--- src/rtl/ysyx_24110006_lsu_axi_if.sv ---
// AXI4-Lite bus between the LSU (master) and a memory/peripheral slave.
// Channels: ar (read address), r (read data/resp), aw (write address),
// w (write data/strobes), b (write response). Single outstanding access,
// no IDs, no bursts.
`timescale 1ns/1ps
interface ysyx_24110006_lsu_axi_if #(
    parameter int ADDR_W = 32,
    parameter int DATA_W = 32
);
    logic [ADDR_W-1:0]   araddr;
    logic                arvalid;
    logic                arready;
    logic [DATA_W-1:0]   rdata;
    logic [1:0]          rresp;
    logic                rvalid;
    logic                rready;
    logic [ADDR_W-1:0]   awaddr;
    logic                awvalid;
    logic                awready;
    logic [DATA_W-1:0]   wdata;
    logic [DATA_W/8-1:0] wstrb;
    logic                wvalid;
    logic                wready;
    logic [1:0]          bresp;
    logic                bvalid;
    logic                bready;

    modport master (
        output araddr, arvalid, rready, awaddr, awvalid, wdata, wstrb, wvalid, bready,
        input  arready, rdata, rresp, rvalid, awready, wready, bresp, bvalid
    );

    modport slave (
        input  araddr, arvalid, rready, awaddr, awvalid, wdata, wstrb, wvalid, bready,
        output arready, rdata, rresp, rvalid, awready, wready, bresp, bvalid
    );
endinterface

--- src/rtl/ysyx_24110006_lsu_axi.sv ---
// Load/store unit with an AXI4-Lite master port. Accepts one request per
// i_valid/o_ready handshake, issues a single aligned bus access, and returns
// extended load data plus an error code on the o_valid/i_ready handshake.
//   i_clock, i_reset          clock, synchronous active-high reset
//   i_valid/o_ready           request handshake (upstream)
//   i_ren/i_wen/i_addr/i_wdata/i_op   request fields, latched at acceptance
//   o_valid/i_ready           result handshake (downstream)
//   o_rdata/o_err             result: load data, error (00 ok, 01 misaligned,
//                             10 bus error, 11 timeout)
//   axi                       AXI4-Lite master
`timescale 1ns/1ps
module ysyx_24110006_lsu_axi #(
    parameter int          ADDR_W  = 32,
    parameter int          DATA_W  = 32,
    parameter int unsigned TIMEOUT = 255
) (
    input  logic              i_clock,
    input  logic              i_reset,
    input  logic              i_valid,
    output logic              o_ready,
    input  logic              i_ren,
    input  logic              i_wen,
    input  logic [ADDR_W-1:0] i_addr,
    input  logic [DATA_W-1:0] i_wdata,
    input  logic [2:0]        i_op,
    output logic              o_valid,
    input  logic              i_ready,
    output logic [DATA_W-1:0] o_rdata,
    output logic [1:0]        o_err,
    ysyx_24110006_lsu_axi_if.master axi
);
    localparam int NB    = DATA_W / 8;
    localparam int OFF_W = $clog2(NB);

    localparam logic [1:0] StIdle = 2'd0;
    localparam logic [1:0] StAddr = 2'd1;
    localparam logic [1:0] StResp = 2'd2;
    localparam logic [1:0] StDone = 2'd3;

    localparam logic [1:0] ErrOk      = 2'd0;
    localparam logic [1:0] ErrAlign   = 2'd1;
    localparam logic [1:0] ErrBus     = 2'd2;
    localparam logic [1:0] ErrTimeout = 2'd3;

    // Last counter value before a timeout fires: a phase lasts at most TIMEOUT cycles.
    localparam logic [31:0] ToLast = (TIMEOUT == 0) ? 32'd0 : 32'(TIMEOUT - 1);

    logic [1:0]        state_q, state_d;
    logic              is_write_q, is_write_d;
    logic [1:0]        size_q, size_d;
    logic              zext_q, zext_d;
    logic [OFF_W-1:0]  off_q, off_d;
    logic [ADDR_W-1:0] addr_q, addr_d;
    logic [DATA_W-1:0] wdata_q, wdata_d;
    logic [NB-1:0]     wstrb_q, wstrb_d;
    logic              arvalid_q, arvalid_d;
    logic              awvalid_q, awvalid_d;
    logic              wvalid_q, wvalid_d;
    logic [31:0]       cnt_q, cnt_d;
    logic [DATA_W-1:0] rdata_q, rdata_d;
    logic [1:0]        err_q, err_d;

    logic              misaligned;
    logic [2:0]        align_mask;
    logic [NB-1:0]     strb_base;
    logic              to_hit;
    logic              aw_done, w_done;
    logic [DATA_W-1:0] rd_shift, rd_mask, load_ext;
    logic              rd_sign;

    // Request decode (only meaningful while idle).
    always_comb begin
        // For size 3 the shift wraps to 0 and the mask becomes 3'b111.
        align_mask = (3'd1 << i_op[1:0]) - 3'd1;
        misaligned = (|(i_addr[2:0] & align_mask)) || ((i_op[1:0] == 2'd3) && (DATA_W == 32));
        // Full-width shift wraps to 0, so the subtraction yields all lanes.
        strb_base  = (NB'(1) << (4'd1 << i_op[1:0])) - NB'(1);
    end

    // Load data: move the addressed bytes to the LSB, mask to size, then extend.
    always_comb begin
        rd_shift = axi.rdata >> {off_q, 3'b000};
        rd_mask  = (DATA_W'(1) << (7'd8 << size_q)) - DATA_W'(1);
        case (size_q)
            2'd0:    rd_sign = rd_shift[7];
            2'd1:    rd_sign = rd_shift[15];
            2'd2:    rd_sign = rd_shift[31];
            default: rd_sign = rd_shift[DATA_W-1];
        endcase
        load_ext = (rd_shift & rd_mask) | ((rd_sign && !zext_q) ? ~rd_mask : '0);
    end

    always_comb begin
        state_d    = state_q;
        is_write_d = is_write_q;
        size_d     = size_q;
        zext_d     = zext_q;
        off_d      = off_q;
        addr_d     = addr_q;
        wdata_d    = wdata_q;
        wstrb_d    = wstrb_q;
        arvalid_d  = arvalid_q;
        awvalid_d  = awvalid_q;
        wvalid_d   = wvalid_q;
        cnt_d      = cnt_q;
        rdata_d    = rdata_q;
        err_d      = err_q;
        to_hit     = (TIMEOUT != 0) && (cnt_q == ToLast);
        aw_done    = !awvalid_q || axi.awready;
        w_done     = !wvalid_q || axi.wready;

        unique case (state_q)
            StIdle: begin
                if (i_valid) begin
                    is_write_d = i_wen;
                    size_d     = i_op[1:0];
                    zext_d     = i_op[2];
                    off_d      = i_addr[OFF_W-1:0];
                    addr_d     = {i_addr[ADDR_W-1:OFF_W], {OFF_W{1'b0}}};
                    wdata_d    = i_wdata << {i_addr[OFF_W-1:0], 3'b000};
                    wstrb_d    = strb_base << i_addr[OFF_W-1:0];
                    rdata_d    = '0;
                    err_d      = ErrOk;
                    cnt_d      = '0;
                    if (!i_ren && !i_wen) begin
                        state_d = StDone;
                    end else if (misaligned) begin
                        err_d   = ErrAlign;
                        state_d = StDone;
                    end else begin
                        state_d = StAddr;
                        if (i_wen) begin
                            awvalid_d = 1'b1;
                            wvalid_d  = 1'b1;
                        end else begin
                            arvalid_d = 1'b1;
                        end
                    end
                end
            end
            StAddr: begin
                cnt_d = cnt_q + 32'd1;
                if (is_write_q) begin
                    // aw and w complete independently; either may finish first.
                    if (axi.awready) awvalid_d = 1'b0;
                    if (axi.wready)  wvalid_d  = 1'b0;
                    if (aw_done && w_done) begin
                        state_d = StResp;
                        cnt_d   = '0;
                    end else if (to_hit) begin
                        awvalid_d = 1'b0;
                        wvalid_d  = 1'b0;
                        err_d     = ErrTimeout;
                        state_d   = StDone;
                    end
                end else begin
                    if (axi.arready) begin
                        arvalid_d = 1'b0;
                        state_d   = StResp;
                        cnt_d     = '0;
                    end else if (to_hit) begin
                        arvalid_d = 1'b0;
                        err_d     = ErrTimeout;
                        state_d   = StDone;
                    end
                end
            end
            StResp: begin
                cnt_d = cnt_q + 32'd1;
                if (is_write_q && axi.bvalid) begin
                    err_d   = (axi.bresp != 2'b00) ? ErrBus : ErrOk;
                    state_d = StDone;
                end else if (!is_write_q && axi.rvalid) begin
                    if (axi.rresp != 2'b00) begin
                        err_d   = ErrBus;
                        rdata_d = '0;
                    end else begin
                        rdata_d = load_ext;
                    end
                    state_d = StDone;
                end else if (to_hit) begin
                    err_d   = ErrTimeout;
                    state_d = StDone;
                end
            end
            StDone: begin
                if (i_ready) state_d = StIdle;
            end
        endcase
    end

    always_ff @(posedge i_clock) begin
        if (i_reset) begin
            state_q    <= StIdle;
            is_write_q <= 1'b0;
            size_q     <= 2'd0;
            zext_q     <= 1'b0;
            off_q      <= '0;
            addr_q     <= '0;
            wdata_q    <= '0;
            wstrb_q    <= '0;
            arvalid_q  <= 1'b0;
            awvalid_q  <= 1'b0;
            wvalid_q   <= 1'b0;
            cnt_q      <= '0;
            rdata_q    <= '0;
            err_q      <= ErrOk;
        end else begin
            state_q    <= state_d;
            is_write_q <= is_write_d;
            size_q     <= size_d;
            zext_q     <= zext_d;
            off_q      <= off_d;
            addr_q     <= addr_d;
            wdata_q    <= wdata_d;
            wstrb_q    <= wstrb_d;
            arvalid_q  <= arvalid_d;
            awvalid_q  <= awvalid_d;
            wvalid_q   <= wvalid_d;
            cnt_q      <= cnt_d;
            rdata_q    <= rdata_d;
            err_q      <= err_d;
        end
    end

    assign o_ready     = (state_q == StIdle);
    assign o_valid     = (state_q == StDone);
    assign o_rdata     = rdata_q;
    assign o_err       = err_q;

    assign axi.araddr  = addr_q;
    assign axi.arvalid = arvalid_q;
    assign axi.rready  = (state_q == StResp) && !is_write_q;
    assign axi.awaddr  = addr_q;
    assign axi.awvalid = awvalid_q;
    assign axi.wdata   = wdata_q;
    assign axi.wstrb   = wstrb_q;
    assign axi.wvalid  = wvalid_q;
    assign axi.bready  = (state_q == StResp) && is_write_q;
endmodule
--- src/flat_wrapper.sv ---
// flat-port wrapper written by rule: the top's interface ports become plain ports
module ysyx_24110006_lsu_axi_flat 
#(
    parameter int          ADDR_W  = 32,
    parameter int          DATA_W  = 32,
    parameter int unsigned TIMEOUT = 255
)
  (i_clock, i_reset, i_valid, o_ready, i_ren, i_wen, i_addr, i_wdata, i_op, o_valid, i_ready, o_rdata, o_err, axi_araddr, axi_arvalid, axi_rready, axi_awaddr, axi_awvalid, axi_wdata, axi_wstrb, axi_wvalid, axi_bready, axi_arready, axi_rdata, axi_rresp, axi_rvalid, axi_awready, axi_wready, axi_bresp, axi_bvalid);
  ysyx_24110006_lsu_axi_if #(.ADDR_W(ADDR_W), .DATA_W(DATA_W)) axi_i ();
  input  logic i_clock;
  input  logic i_reset;
  input  logic i_valid;
  output logic o_ready;
  input  logic i_ren;
  input  logic i_wen;
  input  logic [ADDR_W-1:0] i_addr;
  input  logic [DATA_W-1:0] i_wdata;
  input  logic [2:0] i_op;
  output logic o_valid;
  input  logic i_ready;
  output logic [DATA_W-1:0] o_rdata;
  output logic [1:0] o_err;
  output wire logic [$bits(axi_i.araddr)-1:0] axi_araddr;
  output wire logic [$bits(axi_i.arvalid)-1:0] axi_arvalid;
  output wire logic [$bits(axi_i.rready)-1:0] axi_rready;
  output wire logic [$bits(axi_i.awaddr)-1:0] axi_awaddr;
  output wire logic [$bits(axi_i.awvalid)-1:0] axi_awvalid;
  output wire logic [$bits(axi_i.wdata)-1:0] axi_wdata;
  output wire logic [$bits(axi_i.wstrb)-1:0] axi_wstrb;
  output wire logic [$bits(axi_i.wvalid)-1:0] axi_wvalid;
  output wire logic [$bits(axi_i.bready)-1:0] axi_bready;
  input wire logic [$bits(axi_i.arready)-1:0] axi_arready;
  input wire logic [$bits(axi_i.rdata)-1:0] axi_rdata;
  input wire logic [$bits(axi_i.rresp)-1:0] axi_rresp;
  input wire logic [$bits(axi_i.rvalid)-1:0] axi_rvalid;
  input wire logic [$bits(axi_i.awready)-1:0] axi_awready;
  input wire logic [$bits(axi_i.wready)-1:0] axi_wready;
  input wire logic [$bits(axi_i.bresp)-1:0] axi_bresp;
  input wire logic [$bits(axi_i.bvalid)-1:0] axi_bvalid;
  assign axi_araddr = axi_i.araddr;
  assign axi_arvalid = axi_i.arvalid;
  assign axi_rready = axi_i.rready;
  assign axi_awaddr = axi_i.awaddr;
  assign axi_awvalid = axi_i.awvalid;
  assign axi_wdata = axi_i.wdata;
  assign axi_wstrb = axi_i.wstrb;
  assign axi_wvalid = axi_i.wvalid;
  assign axi_bready = axi_i.bready;
  assign axi_i.arready = axi_arready;
  assign axi_i.rdata = axi_rdata;
  assign axi_i.rresp = axi_rresp;
  assign axi_i.rvalid = axi_rvalid;
  assign axi_i.awready = axi_awready;
  assign axi_i.wready = axi_wready;
  assign axi_i.bresp = axi_bresp;
  assign axi_i.bvalid = axi_bvalid;
  ysyx_24110006_lsu_axi #(.ADDR_W(ADDR_W), .DATA_W(DATA_W), .TIMEOUT(TIMEOUT)) u_core (.i_clock(i_clock), .i_reset(i_reset), .i_valid(i_valid), .o_ready(o_ready), .i_ren(i_ren), .i_wen(i_wen), .i_addr(i_addr), .i_wdata(i_wdata), .i_op(i_op), .o_valid(o_valid), .i_ready(i_ready), .o_rdata(o_rdata), .o_err(o_err), .axi(axi_i));
endmodule
--- config.mk ---
export PLATFORM = sky130hd
export DESIGN_NAME = ysyx_24110006_lsu_axi_flat
export DESIGN_NICKNAME = d
export VERILOG_FILES = /design/src/rtl/ysyx_24110006_lsu_axi_if.sv /design/src/rtl/ysyx_24110006_lsu_axi.sv /design/src/flat_wrapper.sv
export SDC_FILE = /design/constraint.sdc
export NUM_CORES = 1
export LEC_CHECK = 0
export ABC_AREA = 1
export BUFFER_PORTS_ARGS = -buffer_cell sky130_fd_sc_hd__buf_2
export CAP_MARGIN = 20
export CORE_UTILIZATION = 55
export DETAILED_ROUTE_END_ITERATION = 8
export GPL_ROUTABILITY_DRIVEN = 1
export GPL_TIMING_DRIVEN = 0
export PLACE_DENSITY = 0.86
export SLEW_MARGIN = 40
export SYNTH_ARGS = -nofsm -noshare
export SYNTH_HDL_FRONTEND = slang
export SYNTH_SLANG_ARGS = --single-unit
export TNS_END_PERCENT = 5
--- constraint.sdc ---
create_clock -name i_clock -period 3.7 [get_ports i_clock]
set_input_delay 0.37 -clock i_clock [delete_from_list [all_inputs] [get_ports i_clock]]
set_output_delay 0.37 -clock i_clock [all_outputs]
set_load 0.01 [all_outputs]
Word level (Yosys, flattened, before mapping)
Index checks and enable logic that the tools add are counted.

storage, ports and cells
  input bits = 114
  register bits after elaboration = 143

cells by class
  equal/unequal tests = 20
  mux-type cells = 56
  add/sub/neg operators = 4
  bitwise gates (word level) = 4
  shifts and indexed selects = 8
  reductions and logical operators = 31

operators by type and width
  kind                                                                    count
  32-bit two-way mux                                                      8
  32-bit one-hot mux with 3 select lines                                  1
  32-bit one-hot mux with 2 select lines                                  1
  2-bit two-way mux                                                       20
  32-bit by 1-bit adder with 32-bit output, second input constant         1
  32-bit AND                                                              1
  32-bit by 8-bit equality test with 1-bit output, second input constant  1
  32-bit inverter                                                         1
  32-bit OR                                                               1
  1-bit by 7-bit left shift with 32-bit output, first input constant      1
  32-bit by 5-bit left shift with 32-bit output                           1
  32-bit by 5-bit >> shifter with 32-bit output                           1
  32-bit by 2-bit subtractor with 32-bit output, second input constant    1
  1-bit two-way mux                                                       20
  2-bit != test, second input constant                                    6
  2-bit by 1-bit != test with 1-bit output, second input constant         4
  1-bit one-hot mux with 2 select lines                                   4
  2-bit one-hot mux with 4 select lines                                   1
  2-bit nonzero test                                                      4
  1-bit logical AND                                                       7
  7-bit AND reduction                                                     1
  4-bit by 2-bit left shift with 7-bit output, first input constant       1
  2-bit equality test, second input constant                              3
  1-bit logical NOT                                                       6
  other kinds (20)                                                        27

Longest topological paths before layout
Gate-level depths: netlist (run 1).

  depth in word-level cells = 10
  mapped depth = 12
  depth with buffers taken out = 12

Least setup slack after synthesis (run 1)
OpenSTA, ideal clock, no wires.

  kind = register to register
  from = register u_core.state_q[0]
  to = register u_core.cnt_q[30]
  cell stages (with the launch flop) = 12
  clock period less this slack = 1.826 ns
  required time = 3.587 ns
  arrival = 1.713 ns
  setup slack = 1.874 ns
  library setup time = 0.113 ns
  path buffers = 1
  cell sequence = dfxtp_1 > inv_1 > ha_1 > a21oi_2 > buf_2 > nand2_1 > nor2_1 > nand4_1 > nor2_1 > nand2_1 > nand2_1 > nor2_1

on the way
  word-level cells in the longest chain between the ends = 3
  elaborated cells between the ends (all ways) = 7

ends and longest elaborated chain
  item                                                                  RTL line                      source
  from (decl)                                                           ysyx_24110006_lsu_axi.sv:48   logic [1:0] state_q, state_d;
  from (signal assigned)                                                ysyx_24110006_lsu_axi.sv:194  state_q <= StIdle;
  from (signal assigned)                                                ysyx_24110006_lsu_axi.sv:209  state_q <= state_d;
  2-bit logical NOT (*)                                                 n/a
  via o_ready                                                           flat_wrapper.sv:13            output logic o_ready;
  2-bit != test (no source line) or 3-bit nonzero test (tied branches)  n/a
  2-bit AND reduction (no source line)                                  n/a
  to (signal assigned)                                                  ysyx_24110006_lsu_axi.sv:220  cnt_q <= cnt_d;
  to (decl)                                                             ysyx_24110006_lsu_axi.sv:59   logic [31:0] cnt_q, cnt_d;

Mark *: on every way through the listed nets, which the timed path passes. The rest lies on a longest branch.
A chain may end at the register's enable or synchronous reset.

Worst setup path after layout (run 1)
  from = register u_core.state_q[0]
  to = register u_core.wdata_q[3] (netlist: u_core.axi.wdata[3])

on the way
  word-level cells in the longest chain between the ends = 2

ends and longest elaborated chain
  item                                  RTL line                      source
  2-bit logical NOT                     ysyx_24110006_lsu_axi.sv:112  unique case (state_q)
  2-bit AND reduction (no source line)  n/a
  to (signal assigned)                  ysyx_24110006_lsu_axi.sv:215  wdata_q <= wdata_d;
  to (decl)                             ysyx_24110006_lsu_axi.sv:54   logic [DATA_W-1:0] wdata_q, wdata_d;

No other way between the ends.

==> results.py, run 1 <==
metrics = {
    "min_path": {
        "holdCritPathClass": "in -> reg",
    },
    "route": {
        "drc_errors": 0,
        "drtPass1Iterations": 6,
        "ant_nets": 0,
        "totalWireLength_mm": 24.0,
        "drt_iter0_markers": 1030,
        "vias": 8584,
        "routedWlPerCell_um": 15.1,
        "detail_route.vias_per_cell": 5.38,
    },
    "clock_network": {
        "postCtsHoldBufs": 0,
        "cts_setup_buffers": 0,
        "cts_resized": 0,
        "cts_htree_levels": 4,
        "cts_buffers": 17,
        "cts.clk_slew.worst_paths_ns": 0.06,
        "clock_sink_count": 143,
        "clock-root-buffer": "clkbuf_16",
        "clock_path_buffers": 2,
        "clk_latency_ns": 0.43,
        "cts_tree": "done",
    },
    "timing": {
        "report.final.hold_viol_count": 0,
        "holdWs_ns": 0.183,
        "fmax_mhz": 411,
        "final.setup.tns_ns": 0,
        "rsz0062_at_grt": "false",
        "report.final.slew_viol_count": 0,
        "worst_pin_slew_ns": 0.712,
        "setup_ws_ns": 1.26,
        "clock_skew_ns": 0.00726,
        "post-route-period-util": 0.658,
        "setup_viol_count_final": 0,
        "slew_headroom": 0.524,
        "period_minus_slack_ns": 2.44,
    },
    "die": {
        "dieHeight_um": 119,
        "fp.dieW_um": 119,
        "io_pins": 255,
        "dieArea_sq_um": 14000,
        "rows": 42,
        "coreArea_sq_um": 13200,
        "start_util": 0.564,
    },
    "setup_path": {
        "arrival_ns": 2.79,
        "cp_max_fo": 10,
        "critPathKind": "reg -> reg",
        "cp-end-kind": "flop",
        "cp.required_ns": 4.05,
        "startpoint_type": "flop",
    },
    "final_layout": {
        "final_nets": 1527,
        "syn_to_final_growth_pct": 28.0,
        "final_cells": 1595,
        "fin_area_sq_um": 9560,
        "drive_gt1_frac": 0.246,
    },
    "run": {
        "cap_viol_max_count": 0,
    },
    "grt": {
        "antenna_found_initial": 3,
        "gr-usage-met3": 0.0753,
        "grt_overflow": 0,
        "grt_pass1_vias": 7705,
        "grt_max_degree": 17,
        "grt_use_met1": 0.410,
        "grt_pass1_wl_mm": 37.4,
        "met2_usage": 0.563,
        "grtUsageTotal": 0.338,
        "grt_busiest_layer": "met2",
    },
    "power": {
        "power_density_nw_per_um2": 614,
        "peakVddDrop_uv": 358,
        "leakage_nw": 4.70,
    },
    "synthesis": {
        "netlist_area_sq_um": 7470,
        "syn_area_per_cell_sq_um": 6.59,
        "synth_top_cell_area_share": 0.383,
        "yosysTopAreaCell": "dfxtp_1",
        "synth.distinct_cells": 37,
        "yosysWarnings": 0,
        "synth-seq-cells": 143,
        "synthCells": 1133,
        "synth-seq-area-share": 0.383,
        "yosys-top-cells-area": "dfxtp_1, nand2_1, nor2_1",
    },
    "placed_design": {
        "io_buffers": 249,
        "hpwl_mm": 17.9,
        "gp_congestion": 1.02,
        "place_ws_ns": 1.35,
        "placed_area_sq_um": 8940,
        "placedCellCount": 1561,
    },
    "outcome": {
        "status": "finished, final reports clean",
    },
}
==> flip-flops by register name, indices dropped and copies added, names as in the netlist <==
| register | flops |
|---|---|
| u_core.axi.wstrb | 4 |
| u_core.zext_q | 1 |
| u_core.size_q | 2 |
| u_core.axi.araddr | 30 |
| u_core.o_err | 2 |
| u_core.is_write_q | 1 |
| u_core.cnt_q | 32 |
| u_core.axi.wdata | 32 |
| u_core.axi.arvalid | 1 |
| u_core.state_q | 2 |
| u_core.axi.awvalid | 1 |
| u_core.off_q | 2 |
| u_core.o_rdata | 32 |
| u_core.axi.wvalid | 1 |
==> area by class of cell <==
cell class,count,area [sq um]
antenna,2,5.00
timing repair buffer,249,1250
clock inverter,13,163
sequential,143,2860
clock buffer,19,443
tap,176,220
multi-input combinational,789,3700
fill,1152,3690
inverter,118,443
buffer,86,477
==> cell usage after synthesis, drive strengths merged <==
library cell	number
a211oi	8
a21oi	99
a22oi	1
a31oi	2
buf	56
clkbuf	30
clkinv	2
conb	1
dfxtp	143
ha	9
inv	116
mux2i	3
nand2	274
nand3	61
nand3b	1
nand4	4
nor2	173
nor3	20
nor3b	3
nor4	2
o211ai	14
o21ai	87
o221ai	7
o311ai	4
xnor2	2
xor2	11
==> cell families (layout without fill, tap and decap cells) <==
kind of cell    count (synthesis)  in the layout  synth area share
flops                         143            143             0.383
xor+xnor                       13             13            0.0152
mux                             3              3           0.00402
fa+ha+maj                       9              9            0.0151
other cells                     1              6          0.000502
buf+inv                       204            485             0.123
simple gates                  538            538             0.294
compound gates                222            222             0.165
==> where the power goes <==
group	internal, mW	switching, mW	total (mW)
Sequential	1.75	0.144	1.89
Combinational	0.790	1.42	2.21
Clock	1.08	0.689	1.77
==> cells in the final DEF, fill, tap and decap left out, types with 5 or more instances in the layout <==
cell type / netlist / routed
a211oi_1: 8 / 8
clkinvlp_4: 0 / 6
nand2_1: 273 / 273
clkbuf_16: 0 / 17
clkbuf_1: 30 / 31
buf_4: 36 / 36
xor2_1: 11 / 11
ha_1: 9 / 9
nor2_1: 169 / 169
buf_2: 15 / 264
o221ai_1: 7 / 7
dfxtp_1: 143 / 143
nand3_1: 60 / 60
nor3_1: 18 / 18
buf_1: 5 / 5
o211ai_1: 14 / 14
inv_1: 113 / 113
a21oi_1: 96 / 96
o21ai_0: 81 / 81
==> final timing paths <==
path | startpoint | to | slack (ns) | depth (start not counted)
min reg2reg | u_core.zext_q | u_core.zext_q | 0.46 | 2
max reg2reg | u_core.state_q[0] | u_core.axi.wdata[3] | 1.26 | 7
max | u_core.state_q[0] | u_core.axi.wdata[3] | 1.26 | 7
min | i_addr[15] | u_core.axi.araddr[15] | 0.18 | 3
==> critical path: stages (launching register included) <==
cell      delay [ns]
dfxtp_1         0.36
inv_1           0.11
ha_1            0.35
nand2_2         0.27
clkbuf_1        0.42
clkbuf_1        0.55
nand2_1         0.12
a21oi_1         0.19
==> routing by layer <==
| layer | up-vias | wire, um |
|---|---|---|
| met1 | 3827 | 9310 |
| met2 | 503 | 11500 |
| met4 | 2 | 891 |
| met3 | 96 | 2350 |
| li1 | 4156 | - |
| met5 | - | 8 |
==> through the flow <==
step	total power, mW	util
after floorplan	3.35	-
after global placement	4.04	0.675
after detailed placement	4.08	0.675
after CTS	5.83	0.721
after global routing	6.18	0.722
final	5.86	0.722
No activity file was read; power rests on OpenSTA's default activity.
==> run 2, diff against run 1 <==
CORE_UTILIZATION = 51   (was 55)
PLACE_DENSITY = 0.81   (was 0.86)
clock period = 2.48 ns   (was 3.7 ns; I/O delays follow)
==> run 2 against run 1 <==
Against the previous run: total power up 52%; highest routed layer is now met4; maximum frequency up 12%; critical endpoint is now u_core.cnt_q[27]; cell area up 0.39%; sequential cell count unchanged; largest cell class unchanged.
==> results.py, run 2 (same netlist as run 1, synthesis figures left out) <==
metrics = {
    "grt": {
        "grtUsageTotal": 0.321,
        "grt_overflow": 0,
        "grt_max_degree": 17,
        "grt_pass1_vias": 7420,
        "grt_pass1_wl_mm": 37.3,
        "antenna_found_initial": 0,
    },
    "min_path": {
        "worst_hold_path.endpoint": "u_core.axi.araddr[11]",
        "hp-start": "i_addr[11]",
        "hold_depth": 3,
        "holdCritPathClass": "in -> reg",
    },
    "die": {
        "dieHeight_um": 123,
        "coreArea_sq_um": 14100,
        "dieArea_sq_um": 15100,
        "io_pins": 255,
        "start_util": 0.530,
        "fp.dieW_um": 123,
        "rows": 43,
    },
    "timing": {
        "holdWs_ns": 0.0617,
        "period_minus_slack_ns": 2.17,
        "setup_viol_count_final": 0,
        "report.final.slew_viol_count": 0,
        "report.final.hold_viol_count": 0,
        "slew_headroom": 0.528,
        "worst_pin_slew_ns": 0.706,
        "final.setup.tns_ns": 0,
        "rsz0062_at_grt": "false",
        "clock_skew_ns": 0.00804,
        "fmax_mhz": 462,
        "post-route-period-util": 0.873,
    },
    "setup_path": {
        "timing.rr.end": "u_core.cnt_q[27]",
        "arrival_ns": 2.49,
        "r2r_slack_ns": 0.31,
        "startpoint_type": "flop",
        "reg2reg_from": "u_core.state_q[0]",
        "cp-end-kind": "flop",
        "critPathMaxStageDelay_ns": 0.36,
        "cp_max_fo": 8,
        "critPathKind": "reg -> reg",
        "rr_worst_depth": 9,
        "cp.required_ns": 2.80,
        "cpMaxStageDelayCell": "dfxtp_1",
        "path_common_cell": "nor2_1",
        "crit_chain": "inv_1 -> ha_2 -> a21oi_2 -> nand2_1 -> nor2_1 -> nand3b_1 -> nor2_2 -> xor2_1 -> nor2_1",
    },
    "route": {
        "routedWlPerCell_um": 15.4,
        "totalWireLength_mm": 24.6,
        "highest_layer": "met4",
        "route.met2.wl_mm": 11.3,
        "detail_route.vias_per_cell": 5.30,
        "drc_errors": 0,
        "ant_nets": 0,
        "vias": 8467,
        "drtPass1Iterations": 6,
        "drt_iter0_markers": 697,
        "met1Wirelength_mm": 10.2,
        "dr_wl_met3_mm": 2.29,
    },
    "run": {
        "cap_viol_max_count": 0,
    },
    "power": {
        "p_clk_frac": 0.311,
        "pwr-share-seq": 0.317,
        "power.net_switching_mw": 3.38,
        "p_sw_frac": 0.379,
        "power_density_nw_per_um2": 930,
        "intPower_mw": 5.54,
        "p_comb_frac": 0.371,
        "leakage_nw": 4.73,
        "peakVddDrop_uv": 602,
    },
    "final_layout": {
        "final_cell_mix": "nand2_1, buf_2, nor2_1",
        "syn_to_final_growth_pct": 28.5,
        "drive_gt1_frac": 0.247,
        "antenna_cells": 0,
        "fin_area_sq_um": 9590,
        "final_nets": 1527,
        "final_common_cell": "nand2_1",
    },
    "placed_design": {
        "hpwl_mm": 18.6,
        "gp_congestion": 0.949,
        "placed_area_sq_um": 8950,
        "io_buffers": 249,
    },
    "clock_network": {
        "clock_path_buffers": 2,
        "cts_tree": "done",
        "postCtsHoldBufs": 0,
        "clock_sink_count": 143,
        "clock-root-buffer": "clkbuf_16",
        "cts_buffers": 17,
        "clk_latency_ns": 0.43,
        "cts_htree_levels": 4,
        "cts.clk_slew.worst_paths_ns": 0.06,
    },
    "outcome": {
        "status": "finished, final reports clean",
    },
}
==> run 2: timing repair <==
action                                  4_1_cts  5_1_grt
endpoints found under the setup margin        0       11
resized for setup                             0        3
setup buffers                                 0        0
==> run 2: worst max-delay path, delay by kind of cell, from the launching register on <==
kind | cells | cell delay [ns]
simple gates | 5 | 0.94
flops | 1 | 0.36
fa+ha+maj | 1 | 0.28
compound gates | 1 | 0.22
xor+xnor | 1 | 0.16
buf+inv | 1 | 0.10
==> run 2: cell type report <==
type,instances,area (sq um)
clock buffer,20,457
tap,180,225
inverter,118,443
multi-input combinational,789,3700
clock inverter,12,183
buffer,86,478
fill,1314,4500
timing repair buffer,249,1250
sequential,143,2860
==> run 2: metal layers <==
metal | vias up | track usage
met2 | 457 | 0.519
met1 | 3787 | 0.405
li1 | 4146 | -
met4 | 0 | 0.145
met3 | 77 | 0.0766
met5 | - | 0
==> run 2: power groups by stage <==
stage / Sequential (mW) / Clock [mW] / Combinational, mW
3_3_place_gp: 2.87 / 0 / 3.19
5_1_grt: 2.87 / 2.90 / 3.69
3_5_place_dp: 2.88 / 0 / 3.23
4_1_cts: 2.83 / 2.79 / 3.26
6_report: 2.83 / 2.78 / 3.31
2_1_floorplan: 2.96 / 0 / 2.04
==> run 2: how the worst max path moves through the flow <==
stage	from	endpoint	slack, ns	depth (start not counted)
2_1_floorplan	u_core.state_q[0]	u_core.cnt_q[30]	0.65	11
3_3_place_gp	u_core.state_q[0]	u_core.axi.wdata[3]	0.13	7
3_5_place_dp	u_core.state_q[0]	u_core.axi.wdata[0]	0.09	7
4_1_cts	u_core.state_q[0]	u_core.axi.wdata[0]	0.06	7
5_1_grt	u_core.state_q[0]	u_core.cnt_q[30]	0.13	11
6_report	u_core.state_q[0]	u_core.cnt_q[27]	0.31	9
==> run 2: through the flow <==
stage,setup WS (ns),total power [mW],utilization,cells
final,0.314,8.92,0.681,1597
after global routing,0.128,9.45,0.681,1597
after CTS,0.0644,8.88,0.680,1597
after detailed placement,0.0857,6.11,0.635,1565
after global placement,0.127,6.06,0.635,1565
after floorplan,0.654,5.01,-,1136
==> run 3, diff against run 2 <==
PLACE_DENSITY = 0.89   (was 0.81)
==> run 3 against run 2 <==
Against the previous run: maximum frequency down 0.79%; final cell count about the same; via count rose by 1.5%; utilization shrank 0.28 points; clock-buffer cell count shrank 2; clock power is 6% lower; sequential power is essentially flat; hold slack improved by 0.011 ns.
==> results.py, run 3 (same netlist as run 1, synthesis figures left out) <==
metrics = {
    "final_layout": {
        "regArea_sq_um": 2860,
        "drive_gt1_frac": 0.246,
        "multi_input_area_sq_um": 3700,
        "final_nets": 1527,
        "fill_cells": 1216,
        "syn_to_final_growth_pct": 27.9,
        "final_cell_mix": "nand2_1, buf_2, nor2_1",
        "final_cells": 1598,
        "final_common_cell": "nand2_1",
        "final_util": 0.678,
    },
    "min_path": {
        "worst_hold_path.endpoint": "u_core.axi.araddr[5]",
        "holdCritPathClass": "in -> reg",
        "hp-start": "i_addr[5]",
        "hold_depth": 3,
    },
    "power": {
        "peakVddDrop_uv": 595,
        "power_density_nw_per_um2": 914,
        "finalPower_mw": 8.73,
        "leakage_nw": 4.71,
    },
    "die": {
        "start_util": 0.530,
        "dieHeight_um": 123,
        "fp.dieW_um": 123,
        "coreArea_sq_um": 14100,
        "io_pins": 255,
        "rows": 43,
        "dieArea_sq_um": 15100,
    },
    "timing": {
        "holdWs_ns": 0.0727,
        "period_minus_slack_ns": 2.18,
        "fmax_mhz": 458,
        "final.setup.tns_ns": 0,
        "post-route-period-util": 0.880,
        "slew_headroom": 0.533,
        "clock_skew_ns": 0.00671,
        "setup_viol_count_final": 0,
        "report.final.hold_viol_count": 0,
        "worst_pin_slew_ns": 0.698,
        "rsz0062_at_grt": "false",
        "report.final.slew_viol_count": 0,
    },
    "grt": {
        "grt_pass1_wl_mm": 37.0,
        "grtUsageTotal": 0.317,
        "antenna_found_initial": 2,
        "grt_max_degree": 17,
        "grt_overflow": 0,
        "grt_pass1_vias": 7637,
    },
    "clock_network": {
        "cts_htree_levels": 4,
        "clock_path_buffers": 2,
        "postCtsHoldBufs": 0,
        "cts_tree": "done",
        "cts_buffers": 17,
        "cts.clk_slew.worst_paths_ns": 0.06,
        "clk_latency_ns": 0.43,
        "clock-root-buffer": "clkbuf_16",
        "clock_sink_count": 143,
    },
    "setup_path": {
        "arrival_ns": 2.55,
        "cp-end-kind": "flop",
        "cp.buffers_inverters": 3,
        "cpMaxStageDelayCell": "clkbuf_1",
        "cp_max_fo": 10,
        "critPathMaxStageDelay_ns": 0.48,
        "rr_worst_depth": 7,
        "crit_chain": "inv_1 -> ha_2 -> nand2_2 -> clkbuf_1 -> clkbuf_2 -> o21ai_0 -> nor2_1",
        "r2r_slack_ns": 0.30,
        "reg2reg_from": "u_core.state_q[1]",
        "critPathKind": "reg -> reg",
        "cp.required_ns": 2.84,
        "critPathTopFamily": "buffers and inverters",
        "startpoint_type": "flop",
        "timing.rr.end": "u_core.axi.araddr[21]",
    },
    "run": {
        "cap_viol_max_count": 0,
    },
    "route": {
        "vias": 8595,
        "drc_errors": 0,
        "ant_nets": 0,
        "drtPass1Iterations": 6,
        "detail_route.vias_per_cell": 5.38,
        "totalWireLength_mm": 24.2,
        "drt_iter0_markers": 1050,
        "routedWlPerCell_um": 15.1,
    },
    "placed_design": {
        "hpwl_mm": 18.4,
        "gp_congestion": 1.01,
        "io_buffers": 249,
        "placedCellCount": 1565,
    },
    "outcome": {
        "status": "finished, final reports clean",
    },
}
-- run 3: metal layers --
metal  GRT usage  share of wire
met2       0.512           0.46
met1       0.396           0.40
met5           0              0
met4       0.155          0.042
met3      0.0775           0.10
-- run 3: timing repair --
item,4_1_cts,5_1_grt
setup buffers,0,0
setup endpoints to repair,0,11
resized for setup,0,3
-- run 3: worst min-delay path: stages --
cell and delay (ns):
buf_2 0.07, o21ai_0 0.07, nor2_1 0.08
-- run 3: cell type report --
type | count | area share
Antenna cell | 2 | 0.000524
Sequential cell | 143 | 0.300
Inverter | 118 | 0.0464
Buffer | 86 | 0.0500
Clock buffer | 18 | 0.0449
Clock inverter | 13 | 0.0174
Multi-Input combinational cell | 789 | 0.387
Timing Repair Buffer | 249 | 0.130
Tap cell | 180 | 0.0236
-- run 3: worst max-delay path by stage --
stage                                  from               endpoint  slack [ns]  cells after the start
after floorplan           u_core.state_q[0]       u_core.cnt_q[30]        0.65                     11
after global placement    u_core.state_q[1]  u_core.axi.araddr[21]        0.08                      7
after detailed placement  u_core.state_q[0]  u_core.axi.araddr[21]        0.04                      7
after CTS                 u_core.state_q[1]  u_core.axi.araddr[21]        0.03                      7
after global routing      u_core.state_q[1]      u_core.o_rdata[5]        0.14                      9
final                     u_core.state_q[1]  u_core.axi.araddr[21]        0.30                      7
-- run 3: metrics by stage --
step                      setup WS (ns)  area (sq um)
after floorplan                   0.654          7480
after global placement           0.0783          8950
after detailed placement         0.0387          8950
after CTS                        0.0335          9550
after global routing              0.136          9550
final                             0.297          9550
-- run 3: power breakdown --
| part | switching, mW | internal (mW) |
|---|---|---|
| sequential | 0.233 | 2.61 |
| clock | 1.02 | 1.58 |
| combinational | 2.10 | 1.19 |
